<file path="config.mk">
export PLATFORM = sky130hd
export DESIGN_NAME = wb_stage_pipelined
export DESIGN_NICKNAME = d
export VERILOG_FILES = /design/src/rtl/wb_pkg.sv /design/src/rtl/wb_load_align.sv /design/src/rtl/wb_stage_pipelined.sv
export SDC_FILE = /design/constraint.sdc
export NUM_CORES = 1
export LEC_CHECK = 0
export CORE_MARGIN = 2
export CORE_UTILIZATION = 38
export DETAILED_ROUTE_END_ITERATION = 10
export DONT_BUFFER_PORTS = 1
export MAX_ROUTING_LAYER = met4
export PLACE_DENSITY = 0.57
export SLEW_MARGIN = 10
export SYNTH_ARGS = -nofsm -noshare
export SYNTH_HDL_FRONTEND = slang
export SYNTH_HIERARCHICAL = 1
export SYNTH_SLANG_ARGS = --single-unit
</file>
<file path="constraint.sdc">
create_clock -name clk -period 6.7 [get_ports clk]
set_input_delay 1.34 -clock clk [delete_from_list [all_inputs] [get_ports clk]]
set_output_delay 1.34 -clock clk [all_outputs]
set_load 0.02 [all_outputs]
</file>
<file path="src/rtl/wb_pkg.sv">
// Shared types and constants for the writeback stage.
// Optional pending-write bypass: WB_STAGE_FWD_EN.
package wb_pkg;

    typedef enum logic [1:0] {
        EMPTY,
        WAIT_LD,
        COMMIT
    } wb_state_t;

    localparam logic [1:0] LD_BYTE = 2'd0;
    localparam logic [1:0] LD_HALF = 2'd1;
    localparam logic [1:0] LD_WORD = 2'd2;
    localparam logic [1:0] LD_FULL = 2'd3;

    localparam int LINK_REG_DEF = 31;

endpackage

</file>
<file path="src/rtl/wb_load_align.sv">
// Load data lane select and sign/zero extension.
// Combinational; size LD_FULL passes the raw word through.
module wb_load_align
    import wb_pkg::*;
#(
    parameter int DATA_W = 32
) (
    input  logic [DATA_W-1:0]            ld_data,
    input  logic [1:0]                   size,
    input  logic                         is_unsigned,
    input  logic [$clog2(DATA_W/8)-1:0]  offset,
    output logic [DATA_W-1:0]            result
);

    localparam int OFF_W = $clog2(DATA_W/8);
    localparam logic [OFF_W-1:0] MASK_H = ~OFF_W'(1);
    localparam logic [OFF_W-1:0] MASK_W = ~OFF_W'(3);

    logic [OFF_W-1:0] lane;
    logic [7:0]       b;
    logic [15:0]      h;
    logic [31:0]      w;

    always_comb begin
        lane = offset;
        unique case (1'b1)
            size == LD_HALF: lane = offset & MASK_H;
            size == LD_WORD: lane = offset & MASK_W;
            default:         lane = offset;
        endcase

        b = 8'(ld_data >> {lane, 3'b000});
        h = 16'(ld_data >> {lane, 3'b000});
        w = 32'(ld_data >> {lane, 3'b000});

        result = ld_data;
        unique case (1'b1)
            size == LD_BYTE:
                result = is_unsigned ? DATA_W'(b) : DATA_W'($signed(b));
            size == LD_HALF:
                result = is_unsigned ? DATA_W'(h) : DATA_W'($signed(h));
            size == LD_WORD:
                result = is_unsigned ? DATA_W'(w) : DATA_W'($signed(w));
            default:
                result = ld_data;
        endcase
    end

endmodule

</file>
<file path="src/rtl/wb_stage_pipelined.sv">
// MEM/WB register plus writeback select with load-response wait.
// Define WB_STAGE_FWD_EN to enable the pending-write bypass port.
module wb_stage_pipelined
    import wb_pkg::*;
#(
    parameter int DATA_W   = 32,
    parameter int PC_W     = 5,
    parameter int RA_W     = 5,
    parameter int LINK_REG = LINK_REG_DEF,
    parameter int PC_INC   = 1
) (
    input  logic                         clk,
    input  logic                         rst,
    input  logic                         in_valid,
    output logic                         in_ready,
    input  logic                         in_mem_to_reg,
    input  logic                         in_jal,
    input  logic                         in_reg_write,
    input  logic [RA_W-1:0]              in_rd,
    input  logic [PC_W-1:0]              in_pc,
    input  logic [DATA_W-1:0]            in_alu,
    input  logic [1:0]                   in_ld_size,
    input  logic                         in_ld_unsigned,
    input  logic [$clog2(DATA_W/8)-1:0]  in_addr_lo,
    input  logic                         ld_data_valid,
    input  logic [DATA_W-1:0]            ld_data,
    output logic                         rf_we,
    output logic [RA_W-1:0]              rf_waddr,
    output logic [DATA_W-1:0]            rf_wdata,
    output logic                         busy,
    output logic                         fwd_valid,
    output logic [RA_W-1:0]              fwd_rd,
    output logic [DATA_W-1:0]            fwd_data
);

    localparam int OFF_W = $clog2(DATA_W/8);

    wb_state_t state, next_state;

    logic              accept;
    logic              is_load;
    logic [RA_W-1:0]   final_rd;
    logic [DATA_W-1:0] link_val;
    logic [DATA_W-1:0] ld_aligned;

    logic [RA_W-1:0]   rd_q;
    logic              rw_q;
    logic [1:0]        sz_q;
    logic              uns_q;
    logic [OFF_W-1:0]  off_q;

    assign in_ready = (state != WAIT_LD);
    assign busy     = (state == WAIT_LD);
    assign accept   = in_valid && in_ready;
    assign is_load  = in_mem_to_reg && !in_jal;
    assign final_rd = in_jal ? RA_W'(LINK_REG) : in_rd;
    assign link_val = DATA_W'(in_pc) + DATA_W'(PC_INC);

    wb_load_align #(.DATA_W(DATA_W)) u_align (
        .ld_data     (ld_data),
        .size        (sz_q),
        .is_unsigned (uns_q),
        .offset      (off_q),
        .result      (ld_aligned)
    );

    always_ff @(posedge clk) begin
        if (rst) state <= EMPTY;
        else     state <= next_state;
    end

    always_comb begin
        next_state = state;
        unique case (state)
            WAIT_LD:
                if (ld_data_valid) next_state = COMMIT;
            default:
                if (accept) next_state = is_load ? WAIT_LD : COMMIT;
                else        next_state = EMPTY;
        endcase
    end

    always_ff @(posedge clk) begin
        if (rst) begin
            rf_we    <= 1'b0;
            rf_waddr <= '0;
            rf_wdata <= '0;
            rd_q     <= '0;
            rw_q     <= 1'b0;
            sz_q     <= LD_BYTE;
            uns_q    <= 1'b0;
            off_q    <= '0;
        end else begin
            rf_we <= 1'b0;
            if (accept) begin
                rd_q  <= final_rd;
                rw_q  <= in_reg_write;
                sz_q  <= in_ld_size;
                uns_q <= in_ld_unsigned;
                off_q <= in_addr_lo;
                if (!is_load) begin
                    rf_we    <= in_reg_write && (final_rd != '0);
                    rf_waddr <= final_rd;
                    rf_wdata <= in_jal ? link_val : in_alu;
                end
            end else if (state == WAIT_LD && ld_data_valid) begin
                rf_we    <= rw_q && (rd_q != '0);
                rf_waddr <= rd_q;
                rf_wdata <= ld_aligned;
            end
        end
    end

`ifdef WB_STAGE_FWD_EN
    // Data is not known until the load returns, so only COMMIT may bypass.
    always_comb begin
        fwd_valid = 1'b0;
        fwd_rd    = '0;
        fwd_data  = '0;
        unique case (state)
            WAIT_LD: fwd_rd = rd_q;
            COMMIT: begin
                fwd_valid = rf_we;
                fwd_rd    = rf_waddr;
                fwd_data  = rf_wdata;
            end
            default: ;
        endcase
    end
`else
    assign fwd_valid = 1'b0;
    assign fwd_rd    = '0;
    assign fwd_data  = '0;
`endif

endmodule
</file>
# Word-level counts from Yosys, hierarchy flattened
# Index checks and enable logic that the tools add are counted.
totals:
  reg_bits: 51
  in_bits: 86
  out_inout_bits: 78
classes:
  n_addsub: 1
  n_eq_ne: 6
  shift: 1
  mux: 19
  n_reduce_logical: 11
ops:
  columns: ["operator", "count"]
  rows:
  - ["$mux W32", 6]
  - ["$pmux W32 S3", 1]
  - ["$shr A32 B5 Y32", 1]
  - ["$mux W5", 4]
  - ["$reduce_bool A5 Y1", 2]
  - ["$mux W2", 4]
  - ["$add A5 B1 Y6 const B", 1]
  - ["$logic_and A1 B1 Y1", 5]
  - ["$eq A2 B1 Y1 const B", 2]
  - ["$ne A2 B2 Y1 const B", 2]
  - ["$pmux W2 S2", 1]
  - ["$mux W1", 3]
  - ["$eq A2 B2 Y1 const B", 1]
  - ["$logic_not A2 Y1", 1]
  - ["$ne A2 B1 Y1 const B", 1]
  - ["$reduce_and A2 Y1", 1]
  - ["$reduce_bool A2 Y1", 1]
  - ["$logic_not A1 Y1", 1]

# Logic depth before layout (Yosys ltp)
logic_depth:
  word_depth: 7
  ltp_mapped: 11
  ltp_nobuf: 9

# By module
# Netlist, hierarchy kept.
by_module_without_submodules:
  columns: ["module", "n_inst", "cells_per_inst", "area_per_inst_um2", "seq_area_each_um2"]
  rows:
  - ["wb_stage_pipelined", 1, 324, 2577.5, 1021.0]
  - ["wb_load_align", 1, 154, 1018.5, 0.0]

# Worst setup path before layout
# OpenSTA, ideal clock, no wires.
synth_path:
  path_type: "input -> register"
  startpoint: "in ld_data[15]"
  endpoint: "reg rf_wdata[24]"
  setup_ns: 0.142
  arrival_time_ns: 2.533
  required_ns: 6.558
  setup_slack_ns: 4.025
  stages: 8
  n_path_buf: 1
  path_cell_list: "and3b_1 -> a221o_1 -> and4_4 -> buf_6 -> o21bai_4 -> a21o_1 -> nand2_1 -> a311oi_1"
synth_via:
  elab_chain_cells: 5
  elab_cells_between_ends: 6
  cone_classes: "shift: 1; mux: 5"
synth_lines:
  columns: ["element", "line", "text"]
  rows:
  - ["from (decl)", "wb_stage_pipelined.sv:26", "input logic [DATA_W-1:0] ld_data,"]
  - ["$shr A32 B5 Y32 (*)", "wb_load_align.sv:32", "b = 8'(ld_data >> {lane, 3'b000});"]
  - ["$mux W32 (on tied branches)", "wb_load_align.sv:41, wb_load_align.sv:39", null]
  - ["$pmux W32 S3 (*)", "wb_load_align.sv:37", "unique case (1'b1)"]
  - ["via ld_aligned[24]", "wb_stage_pipelined.sv:44", "logic [DATA_W-1:0] ld_aligned;"]
  - ["$mux W32 (*)", "wb_stage_pipelined.sv:106", "end else if (state == WAIT_LD && ld_data_valid) begin"]
  - ["$mux W32 (*)", "wb_stage_pipelined.sv:95", "if (accept) begin"]
  - ["to (signal assigned)", "wb_stage_pipelined.sv:104", "rf_wdata <= in_jal ? link_val : in_alu;"]
  - ["to (signal assigned)", "wb_stage_pipelined.sv:109", "rf_wdata <= ld_aligned;"]
  - ["to (decl)", "wb_stage_pipelined.sv:29", "output logic [DATA_W-1:0] rf_wdata,"]
# Mark *: on every way through the listed nets, which the timed path passes. The rest lies on a longest branch. The select of a mux whose other input is x is not followed.
# A chain may end at the register's enable or synchronous reset.

# Final worst setup path
layout_path:
  startpoint: "reg state[0]"
  endpoint: "out in_ready"
layout_via:
  elab_chain_cells: 1
layout_lines:
  columns: ["element", "line", "text"]
  rows:
  - ["from (decl)", "wb_stage_pipelined.sv:38", "wb_state_t state, next_state;"]
  - ["from (signal assigned)", "wb_stage_pipelined.sv:69", "else state <= next_state;"]
  - ["$ne A2 B1 Y1", "wb_stage_pipelined.sv:52", "assign in_ready = (state != WAIT_LD);"]
  - ["to (decl)", "wb_stage_pipelined.sv:15", "output logic in_ready,"]
# No other way between the ends.

==> metrics.cfg <==
[global_route]
grt_busiest_layer = met2
use_met2 = 0.290
grt.total_usage = 0.198
grt_pass1_wl_um = 15800
overflow = 0
gr-usage-met3 = 0.0607
grt_use_met1 = 0.262
antenna_found_initial = 0
grt_max_degree = 59
grt_pass1_vias = 2979

[floorplanning]
coreArea_sq_mm = 0.00920
die_w_um = 101
die_h_um = 101
boundaryPins = 164
design.die.area_sq_mm = 0.0103
start_util = 0.391
rows = 35

[drt]
wl_per_cell_um = 18.0
drc_errors = 0
dr.pass1.iters = 5
route.final.wire_length_um = 10100
vias_per_cell = 5.71
vias = 3222
drtIter0Drc = 335
antenna_left = 0

[sta]
skew_ns = 0.0100
maxSlewHeadroom = 0.351
max_freq_ghz = 0.338
drv_slew = 0
worst_pin_slew_ns = 0.974
rsz0062_at_grt = false
setup-violations-final = 0
hold_violations = 0
finalCriticalPeriod_ns = 2.96
min_period_over_period = 0.442
tns_ns = 0

[placed_design]
place_congestion = 0.886
dpl.hpwl_um = 7490
io_buffers = 0
placed_area_sq_mm = 0.00344

[setup_path]
start_kind = register
crit_type = register to output port
cp.arrival_ns = 1.62
crit_end = in_ready
setup.worst_path.start = state[0]$_SDFFE_PP0P_
crit_fanout = 13
reg2reg_to = rf_wdata[24]$_SDFFE_PP0P_
reg2reg_depth = 9
end_kind = output port
r2r-start = sz_q[0]$_SDFFE_PP0N_
crit_path_cell_trace = nor2b_2 > inv_1
crit_required_ns = 5.36
r2r_slack_ns = 3.84
max_stage_delay_ns = 0.62
critPathSlowestCell = nor2b_2

[pwr]
switching_share = 0.370
report.power.total_mw = 0.759
clockPowerShare = 0.249
combPwrFrac = 0.258
netSwitchingPower_mw = 0.281
ir_worst_vdd_v = 0.0000922
intPower_mw = 0.478
seq_power_share = 0.494
powerDensity_mw_per_mm2 = 215
p_leak_nw = 1.38

[clock_network]
tritoncts = yes
clkSlewWorstSetupHoldPaths_ns = 0.11
cts_num_sinks = 51
post_cts_buffers = 0
cts_buffer_depth = 2
htreeDepth = 2
worstSkewPairLatency_ns = 0.32
cts_resized = 0
postCtsHoldBufs = 0
cts_buffers = 5
cts_root_buf = clkbuf_8

[logic_synthesis]
syn_inst = 478
synth.area.top_cells = dfxtp_1, buf_4, nand2_1
yosys-top-cells-count = nand2_1, dfxtp_1, nor2_1
netlist.area_leader.share = 0.284
synth_warnings = 6
avgSynthCellArea_sq_um = 7.52
synthFlopType = dfxtp_1
synth_edf_count = 0
yosysSeqAreaShare = 0.284
yosysMostFrequentCell = nand2_1
synthesis.area_sq_mm = 0.00360
yosysTopAreaCell = dfxtp_1
ys_seq_elements = 51
synthArstFlopShare = 0
ys_types = 50

[finish]
n_fill_cell = 992
antenna_cells = 0
fin_nets = 544
drive_gt1_frac = 0.0618
finish.instance_area_sq_mm = 0.00353
syn_to_final_growth_pct = -1.81

[hold_path]
worstHoldPathType = register to register

[job]
cap_violations = 0

[outcome]
status = completed

[flip-flops by register name, indices dropped and copies added (netlist names), 2 cells and up]
register,count
state,2
rd_q,5
sz_q,2
rf_waddr,5
off_q,2
rf_wdata,32
[per-layer routing]
layer,vias up,share of wire
met5,-,0
met4,0,0.018
met3,14,0.10
met2,152,0.45
met1,1460,0.43
li1,1596,-
[placed cells by master (no fill, tap or decap), types with 2 or more instances in the layout]
cell / n
nand2_1: 77
dfxtp_1: 51
nor2_1: 47
nand3_1: 44
conb_1: 38
a21oi_1: 27
a311oi_1: 27
o21ai_0: 12
inv_1: 9
nor2b_1: 9
a21o_1: 9
mux2i_1: 8
o211ai_1: 8
a221o_1: 8
a32o_1: 8
mux2_2: 7
or4_1: 6
ha_1: 6
clkbuf_8: 5
a211o_1: 4
a211oi_1: 3
nor3_1: 3
nand2b_1: 3
o2111ai_1: 3
buf_4: 3
xor2_1: 2
inv_2: 2
nand3b_1: 2
clkinv_2: 2
[worst min path at each step]
stage / from / end / slack [ns] / depth (start not counted)
floorplan: rw_q$_SDFFE_PP0N_ / rw_q$_SDFFE_PP0N_ / 0.44 / 2
global placement: rw_q$_SDFFE_PP0N_ / rw_q$_SDFFE_PP0N_ / 0.45 / 2
detailed placement: rw_q$_SDFFE_PP0N_ / rw_q$_SDFFE_PP0N_ / 0.46 / 2
CTS: rw_q$_SDFFE_PP0N_ / rw_q$_SDFFE_PP0N_ / 0.47 / 2
global route: rw_q$_SDFFE_PP0N_ / rw_q$_SDFFE_PP0N_ / 0.48 / 2
finish: rw_q$_SDFFE_PP0N_ / rw_q$_SDFFE_PP0N_ / 0.47 / 2
[stage by stage]
step                hold slack (ns)   util  instances  worst slack (ns)
global placement              0.449  0.374        556              3.91
floorplan                     0.437      -        515              4.02
detailed placement            0.455  0.374        556              3.85
global route                  0.483  0.384        564              3.54
finish                        0.471  0.384        564              3.74
CTS                           0.470  0.384        564              3.72
[critical path: cells and delay by family (launching register included)]
kind,cells,cell delay [ns]
and+or+nand+nor,1,0.62
buffers and inverters,1,0.35
DFF,1,0.34
[power by group through the flow]
| stage | combinational [mW] | clock (mW) | sequential, mW |
|---|---|---|---|
| 2_1_floorplan | 0.190 | 0 | 0.375 |
| 3_3_place_gp | 0.191 | 0 | 0.382 |
| 3_5_place_dp | 0.194 | 0 | 0.382 |
| 4_1_cts | 0.195 | 0.194 | 0.375 |
| 5_1_grt | 0.219 | 0.208 | 0.379 |
| 6_report | 0.196 | 0.189 | 0.375 |
[area by class of cell]
| type | instances | area (sq um) | share of cell area |
|---|---|---|---|
| Clock buffer | 5 | 68.8 | 0.0195 |
| Clock inverter | 3 | 18.8 | 0.00532 |
| Inverter | 11 | 41.3 | 0.0117 |
| Multi-Input combinational cell | 380 | 2220 | 0.629 |
| Sequential cell | 51 | 1020 | 0.289 |
| Tap cell | 111 | 139 | 0.0393 |
| Timing Repair Buffer | 3 | 22.5 | 0.00638 |
[cell families (layout without fill, tap and decap cells)]
| family | after synthesis | in the layout | share of synthesized area |
|---|---|---|---|
| and+or+nand+nor | 197 | 197 | 0.247 |
| AOI/OAI and AO/OA | 121 | 121 | 0.258 |
| buffers and inverters | 84 | 22 | 0.137 |
| DFF | 51 | 51 | 0.284 |
| muxes | 15 | 15 | 0.0442 |
| adders and majority gates | 6 | 6 | 0.0209 |
| xor gates and xnor gates | 3 | 3 | 0.00731 |
| other | 1 | 38 | 0.00104 |
(Power assumes the default switching activity.)
